### config.mk
export PLATFORM = sky130hd
export DESIGN_NAME = result_demux_1_4
export DESIGN_NICKNAME = d
export VERILOG_FILES = /design/src/rtl/result_demux_1_4.sv
export SDC_FILE = /design/constraint.sdc
export NUM_CORES = 1
export LEC_CHECK = 0
export CAP_MARGIN = 20
export CELL_PAD_IN_SITES_DETAIL_PLACEMENT = 0
export CELL_PAD_IN_SITES_GLOBAL_PLACEMENT = 1
export CORE_MARGIN = 4
export CORE_UTILIZATION = 33
export DETAILED_ROUTE_END_ITERATION = 10
export PLACE_DENSITY_LB_ADDON = 0.2
export SYNTH_ARGS = -nofsm -noshare
export SYNTH_HDL_FRONTEND = slang
export SYNTH_SLANG_ARGS = --single-unit
### constraint.sdc
create_clock -name clk -period 7.4 [get_ports clk]
set_input_delay 1.48 -clock clk [delete_from_list [all_inputs] [get_ports clk]]
set_output_delay 1.48 -clock clk [all_outputs]
set_load 0.03 [all_outputs]
### src/rtl/result_demux_1_4.sv
// Sequential 1-to-4 result demultiplexer. One producer result stream is
// steered to GPR write-back (0), CR/XER (1), LR/CTR (2) or the store
// buffer (3). Each destination owns a one-entry holding register with a
// valid/ready handshake, so a stalled destination only blocks results
// addressed to it. A saturating stall counter aids performance debug.
module result_demux_1_4 #(
  parameter int N  = 64,
  parameter int CW = 16
) (
  input  logic           clk,
  input  logic           rst,
  input  logic           in_valid,
  output logic           in_ready,
  input  logic [1:0]     in_sel,
  input  logic [N-1:0]   in_data,
  output logic [3:0]     out_valid,
  input  logic [3:0]     out_ready,
  output logic [4*N-1:0] out_data,
  output logic           busy,
  output logic [CW-1:0]  stall_cnt
);

  logic [N-1:0]  hold_q [4];
  logic [3:0]    valid_q;
  logic [CW-1:0] stall_q;
  logic          accept;
  logic          stall;

  // The addressed slot can take a word if it is empty or draining this cycle.
  always_comb begin
    in_ready = ~valid_q[in_sel] | out_ready[in_sel];
    accept   = in_valid & in_ready;
    stall    = in_valid & ~in_ready;
  end

  // Holding registers: load on accept, clear valid on drain; a load wins over
  // a drain on the same slot, which keeps one word per cycle per channel.
  always_ff @(posedge clk) begin
    if (rst) begin
      valid_q <= '0;
      for (int unsigned i = 0; i < 4; i++) begin
        hold_q[i] <= '0;
      end
    end else begin
      for (int unsigned i = 0; i < 4; i++) begin
        if (accept && (in_sel == 2'(i))) begin
          hold_q[i]  <= in_data;
          valid_q[i] <= 1'b1;
        end else if (out_ready[i]) begin
          valid_q[i] <= 1'b0;
        end
      end
    end
  end

  // Saturating count of producer stall cycles.
  always_ff @(posedge clk) begin
    if (rst) begin
      stall_q <= '0;
    end else if (stall && (stall_q != '1)) begin
      stall_q <= stall_q + 1'b1;
    end
  end

  // Flatten holding registers onto the output bus and summarise occupancy.
  always_comb begin
    out_data = '0;
    for (int unsigned i = 0; i < 4; i++) begin
      out_data[i*N +: N] = hold_q[i];
    end
    out_valid = valid_q;
    busy      = |valid_q;
    stall_cnt = stall_q;
  end

endmodule

After elaboration in Yosys (flattened, before gate mapping)
Memory sizes are Yosys's and may differ from the RTL's.
Cells that the tools add are included.
{"block": "op_classes", "add_sub_neg": 1, "order_cmp": 1, "eq_ne": 4, "n_mux": 30, "bitwise": 9, "reduce_logical": 11}
{"op": "64-bit two-way mux", "count": 4}
{"op": "1-bit two-way mux", "count": 24}
{"op": "16-bit by 1-bit adder with 16-bit output (second input constant)", "count": 1}
{"op": "16-bit != test (second input constant)", "count": 1}
{"op": "2-bit nonzero test", "count": 4}
{"op": "1-bit logical AND", "count": 5}
{"op": "1-bit bitwise OR", "count": 5}
{"op": "1-bit binary-select mux with 2-bit select", "count": 2}
{"op": "2-bit == test (second input constant)", "count": 2}
{"op": "4-bit OR reduction", "count": 1}
{"op": "2-bit by 3-bit < comparator with 1-bit output (second input constant)", "count": 1}
{"op": "1-bit bitwise AND", "count": 2}
{"op": "2-bit by 1-bit == test with 1-bit output (second input constant)", "count": 1}
{"op": "2-bit logical NOT", "count": 1}
{"op": "1-bit inverter", "count": 2}
{"block": "totals", "ff_bits": 20, "ram_bits": 256, "inputBits": 73, "out_inout_bits": 278, "wordCells": 62, "n_memories": 1}
{"name": "hold_q", "depth": 4, "word_bits": 64, "read_ports": 4, "rd_ports_with_merged_regs": 0, "wr": 4, "line_no": "23", "rtl": "logic [N-1:0] hold_q [4];"}

Logic depth before layout (Yosys ltp)
{"block": "logic_depth", "depth_word": 10, "ltp_mapped": 9, "depth_no_buf": 6}

Worst setup path after synthesis
Ideal clock, no wire load.
{"block": "synth_timing", "path_kind": "input to register", "startpoint": "in out_ready[2]", "endpoint": "mem hold_q[0][0], enable pin", "setup_ns": 0.574, "arrival_time_ns": 6.493, "required_time_ns": 6.826, "path_slack_ns": 0.332, "cell_stages": 3, "path_buffers": 0, "cell_sequence": "inv_1 > a311o_2 > o21ai_0"}
{"item": "from (decl)", "line_no": "17", "rtl": "input logic [3:0] out_ready,"}
{"item": "to (decl)", "line_no": "23"}

Worst setup path in the final report
{"block": "layout_timing", "startpoint": "in in_sel[1]", "endpoint": "out in_ready"}
{"block": "layout_via", "elab_chain_cells": 4, "word_cells_on_any_way": 6, "classes_between": "mux (4); bitwise (2)"}
{"item": "from (decl)", "line_no": "14", "rtl": "input logic [1:0] in_sel,"}
{"item": "1-bit binary-select mux with 2-bit select", "line_no": "31", "rtl": "in_ready = ~valid_q[in_sel] | out_ready[in_sel];"}
{"item": "1-bit two-way mux (implied by the code)", "line_no": "31"}
{"item": "1-bit inverter", "line_no": "31"}
{"item": "1-bit bitwise OR *", "line_no": "31"}
{"item": "to (decl)", "line_no": "13", "rtl": "output logic in_ready,"}
Every way passes the cells marked *; elsewhere a longest branch is shown, timed or not. The select of a mux whose other input is x is not followed.

==> summary.txt <==
Logic synthesis
  – Post-synthesis cell area: 10500 um^2
  – Primary FF master, synth: edfxtp_1
  – Distinct cells, synth: 40
  – Syn Inst Count: 668
  – Most area-consuming cells after synthesis: edfxtp_1 73%, and2_1 15%, dfxtp_1 3.8%
  – EDFF count, synth: 256
  – Largest area contributor in the netlist: edfxtp_1
  – Synth Area in Compound Gates: 0.0228
  – Fraction of the mapped netlist area in simple logic gates: 0.183
  – Syn_nets: 742
  – Synth top area share: 0.734
  – Post-synthesis xor/xnor area fraction: 0.000836
  – Main combinational cell family by area after synthesis: simple AND/OR/NAND/NOR gates
  – Adder-cell share of the synthesized area: 0.00119
  – Flops & latches, synth: 276
  – Syn. warnings: 0
  – Syn avg cell area: 15.7 um^2
  – Async SR Flop Fraction: 0
  – Seq/Total Area, Yosys: 0.772
  – Post-synthesis mux area share: 0.00203

Timing
  – Worst-margin pin slew: 1.03 ns
  – Fin worst setup slack: 2.53 ns
  – Slew HR: 0.314
  – Tcrit/Tclk final: 0.658
  – Clk_skew: 0.00809 ns
  – RSZ-0062 raised after global routing: no
  – Max Slew Vio Count: 0
  – Sum Neg Setup Slack: 0 ns
  – Final Hold Vio Count: 0
  – Final min period: 4.87 ns
  – F_max: 205 MHz
  – # setup viols final: 0

Floorplan
  – Core area: 31000 um^2
  – I/O pin cnt: 351
  – Chip width: 186 um
  – Initial Util: 0.338
  – Die area: 34700 um^2
  – Die Y-Extent: 186 um
  – Row count: 64

Final layout
  – Most frequent cells in the layout: 350 x clkdlybuf4s50_1, 257 x and2_1, 256 x edfxtp_1
  – Most common cell after layout, fill and taps aside: clkdlybuf4s50_1
  – Area grow syn2layout: 47.3%
  – Layout cells sized above 1: 0.0673
  – Post-route cell area: 15400 um^2
  – Final Core Density: 0.498
  – Layout Nets: 1105

Critical path
  – Critical path class: in2out
  – RR Endpoint: hold_q[3][62]
  – Buffers & Inverters on Critical Path: 2
  – Worst-path maximum fanout: 8
  – CP Cell Sequence: clkdlybuf4s50_1, nor3b_1, a311o_2, nand2_1, clkdlybuf4s50_1
  – Most frequent CP cell: clkdlybuf4s50_1
  – Family with the most delay on the worst path: buffers and inverters
  – Startpoint Class: primary input
  – R2R depth: 4
  – WP data required: 5.92 ns
  – CP Data Arrival Time: 3.39 ns
  – Worst setup EP type: output pin
  – CP max stage delay: 0.68 ns
  – Crit-path slowest cell: clkdlybuf4s50_1
  – R2r setup slk: 4.75 ns
  – Reg2Reg Launch Point: out_valid[3]

Detailed routing
  – 1st-iter DRT viols: 393
  – Drt pass-1 iters: 4
  – Vias: 6669
  – Routed Wire Length: 30200 um
  – DR DRC count: 0
  – DR vias/cell: 4.59
  – Detail Route Antenna Nets: 0
  – Routed WL per cell: 20.8 um

Global routing
  – First-pass GRT wire length: 43300 um
  – GR Util met2: 0.270
  – Vias in the first global route: 6589
  – Grt total ovfl: 0
  – Met3 Use GR: 0.0494
  – Largest net degree at the start of global routing: 65
  – Busiest metal layer after global routing: met2
  – Tot GR Track Use: 0.166
  – Global-route met1 utilization: 0.219
  – Initial antenna violation count: 1

Power
  – Internal: 2.77 mW
  – Reg power frac: 0.493
  – Sw Pwr: 0.881 mW
  – Worst vdd ir: 185 uV
  – Pwr/cell area: 236 nW/um^2
  – Combinational share of power: 0.116
  – Leakage power: 5.66 nW
  – Sw Ratio: 0.242
  – Clock power frac: 0.391

Worst hold path
  – Worst hold endpoint: stall_cnt[8]
  – Min-Delay Path Depth: 2
  – Hold path startpoint: stall_cnt[8]
  – Worst hold path class: reg2reg

Placed design
  – DP Area: 14500 um^2
  – PortBufs: 350
  – Worst slack at placement: 2.53 ns
  – Placer Congestion: 0.751
  – Detailed-placement wirelength estimate: 20300 um

Clocking
  – Clock-pin slew on the worst setup and hold paths: 0.05 ns
  – Clock buffer depth: 3
  – Total CTS buffers: 31
  – Setup repair bufs after CTS: 0
  – # hold bufs at CTS: 0
  – Clock Sinks: 276
  – CTS tree: done
  – Clock latency on the worst-skew pair: 0.55 ns
  – Post-CTS sizing: 0
  – Clk root buf: clkbuf_16
  – H-tree Lvls: 1

Job
  – Maxcap violations: 0

Status
  – Outcome: finished clean
==> sequential cells by signal, indices dropped and copies added (netlist names) <==
register	count
stall_cnt	16
hold_q	256
out_valid	4
==> per-stage QoR <==
step           hold WS, ns  std cells  total power [mW]
6_report             0.512       1452              3.65
5_1_grt              0.556       1451              3.79
4_1_cts              0.508       1450              3.70
3_5_place_dp         0.497       1393              2.26
3_3_place_gp         0.494       1393              2.26
2_1_floorplan        0.625        668              2.04
==> Yosys cell counts (4+ instances only) <==
master,n
buf_2,7
nand3_1,6
or4_1,8
clkbuf_2,5
nand2_1,10
or3_1,5
nor3_1,5
nand4_1,5
a21oi_1,11
o21ai_1,5
clkbuf_1,18
dfxtp_1,20
inv_1,8
o31ai_1,6
and2_1,257
edfxtp_1,256
nor2_1,4
o21ai_0,5
==> worst max path at each step <==
stage               cells after the start            to    startpoint
floorplan                               3  hold_q[0][0]  out_ready[2]
global placement                        5      in_ready     in_sel[1]
detailed placement                      5      in_ready     in_sel[1]
CTS                                     5      in_ready     in_sel[1]
global route                            5      in_ready     in_sel[1]
finish                                  5      in_ready     in_sel[1]
==> routing by layer <==
layer,vias up,routed length [um]
met2,282,14300
met4,2,766
li1,3100,-
met5,-,11
met1,3238,12500
met3,47,2680
==> power by group through the flow <==
| stage | logic (mW) | clock network [mW] | registers, mW |
|---|---|---|---|
| 2_1_floorplan | 0.0592 | 0 | 1.98 |
| 3_3_place_gp | 0.428 | 0 | 1.83 |
| 3_5_place_dp | 0.430 | 0 | 1.83 |
| 4_1_cts | 0.431 | 1.47 | 1.80 |
| 5_1_grt | 0.445 | 1.54 | 1.81 |
| 6_report | 0.423 | 1.43 | 1.80 |
==> logic make-up (layout without fill, tap and decap cells) <==
logic type,Yosys count,in the layout
AOI/OAI and AO/OA,37,37
xor gates and xnor gates,1,1
adders and majority gates,1,1
buffers and inverters,41,428
DFF,276,276
muxes,2,2
other,0,1
and+or+nand+nor,310,310
==> worst min-delay path, delay by kind of cell (launching register included) <==
kind,cells,cell delay [ns]
AOI/OAI and AO/OA,2,0.14
DFF,1,0.33
==> layout make-up <==
| class | count | area [um^2] |
|---|---|---|
| Antenna cell | 1 | 2.50 |
| Clock buffer | 34 | 787 |
| Clock inverter | 23 | 155 |
| Fill cell | 2706 | 15600 |
| Inverter | 8 | 30.0 |
| Multi-Input combinational cell | 351 | 2260 |
| Sequential cell | 276 | 8090 |
| Tap cell | 396 | 495 |
| Timing Repair Buffer | 363 | 3610 |
Power figures use the tool's default switching activity.
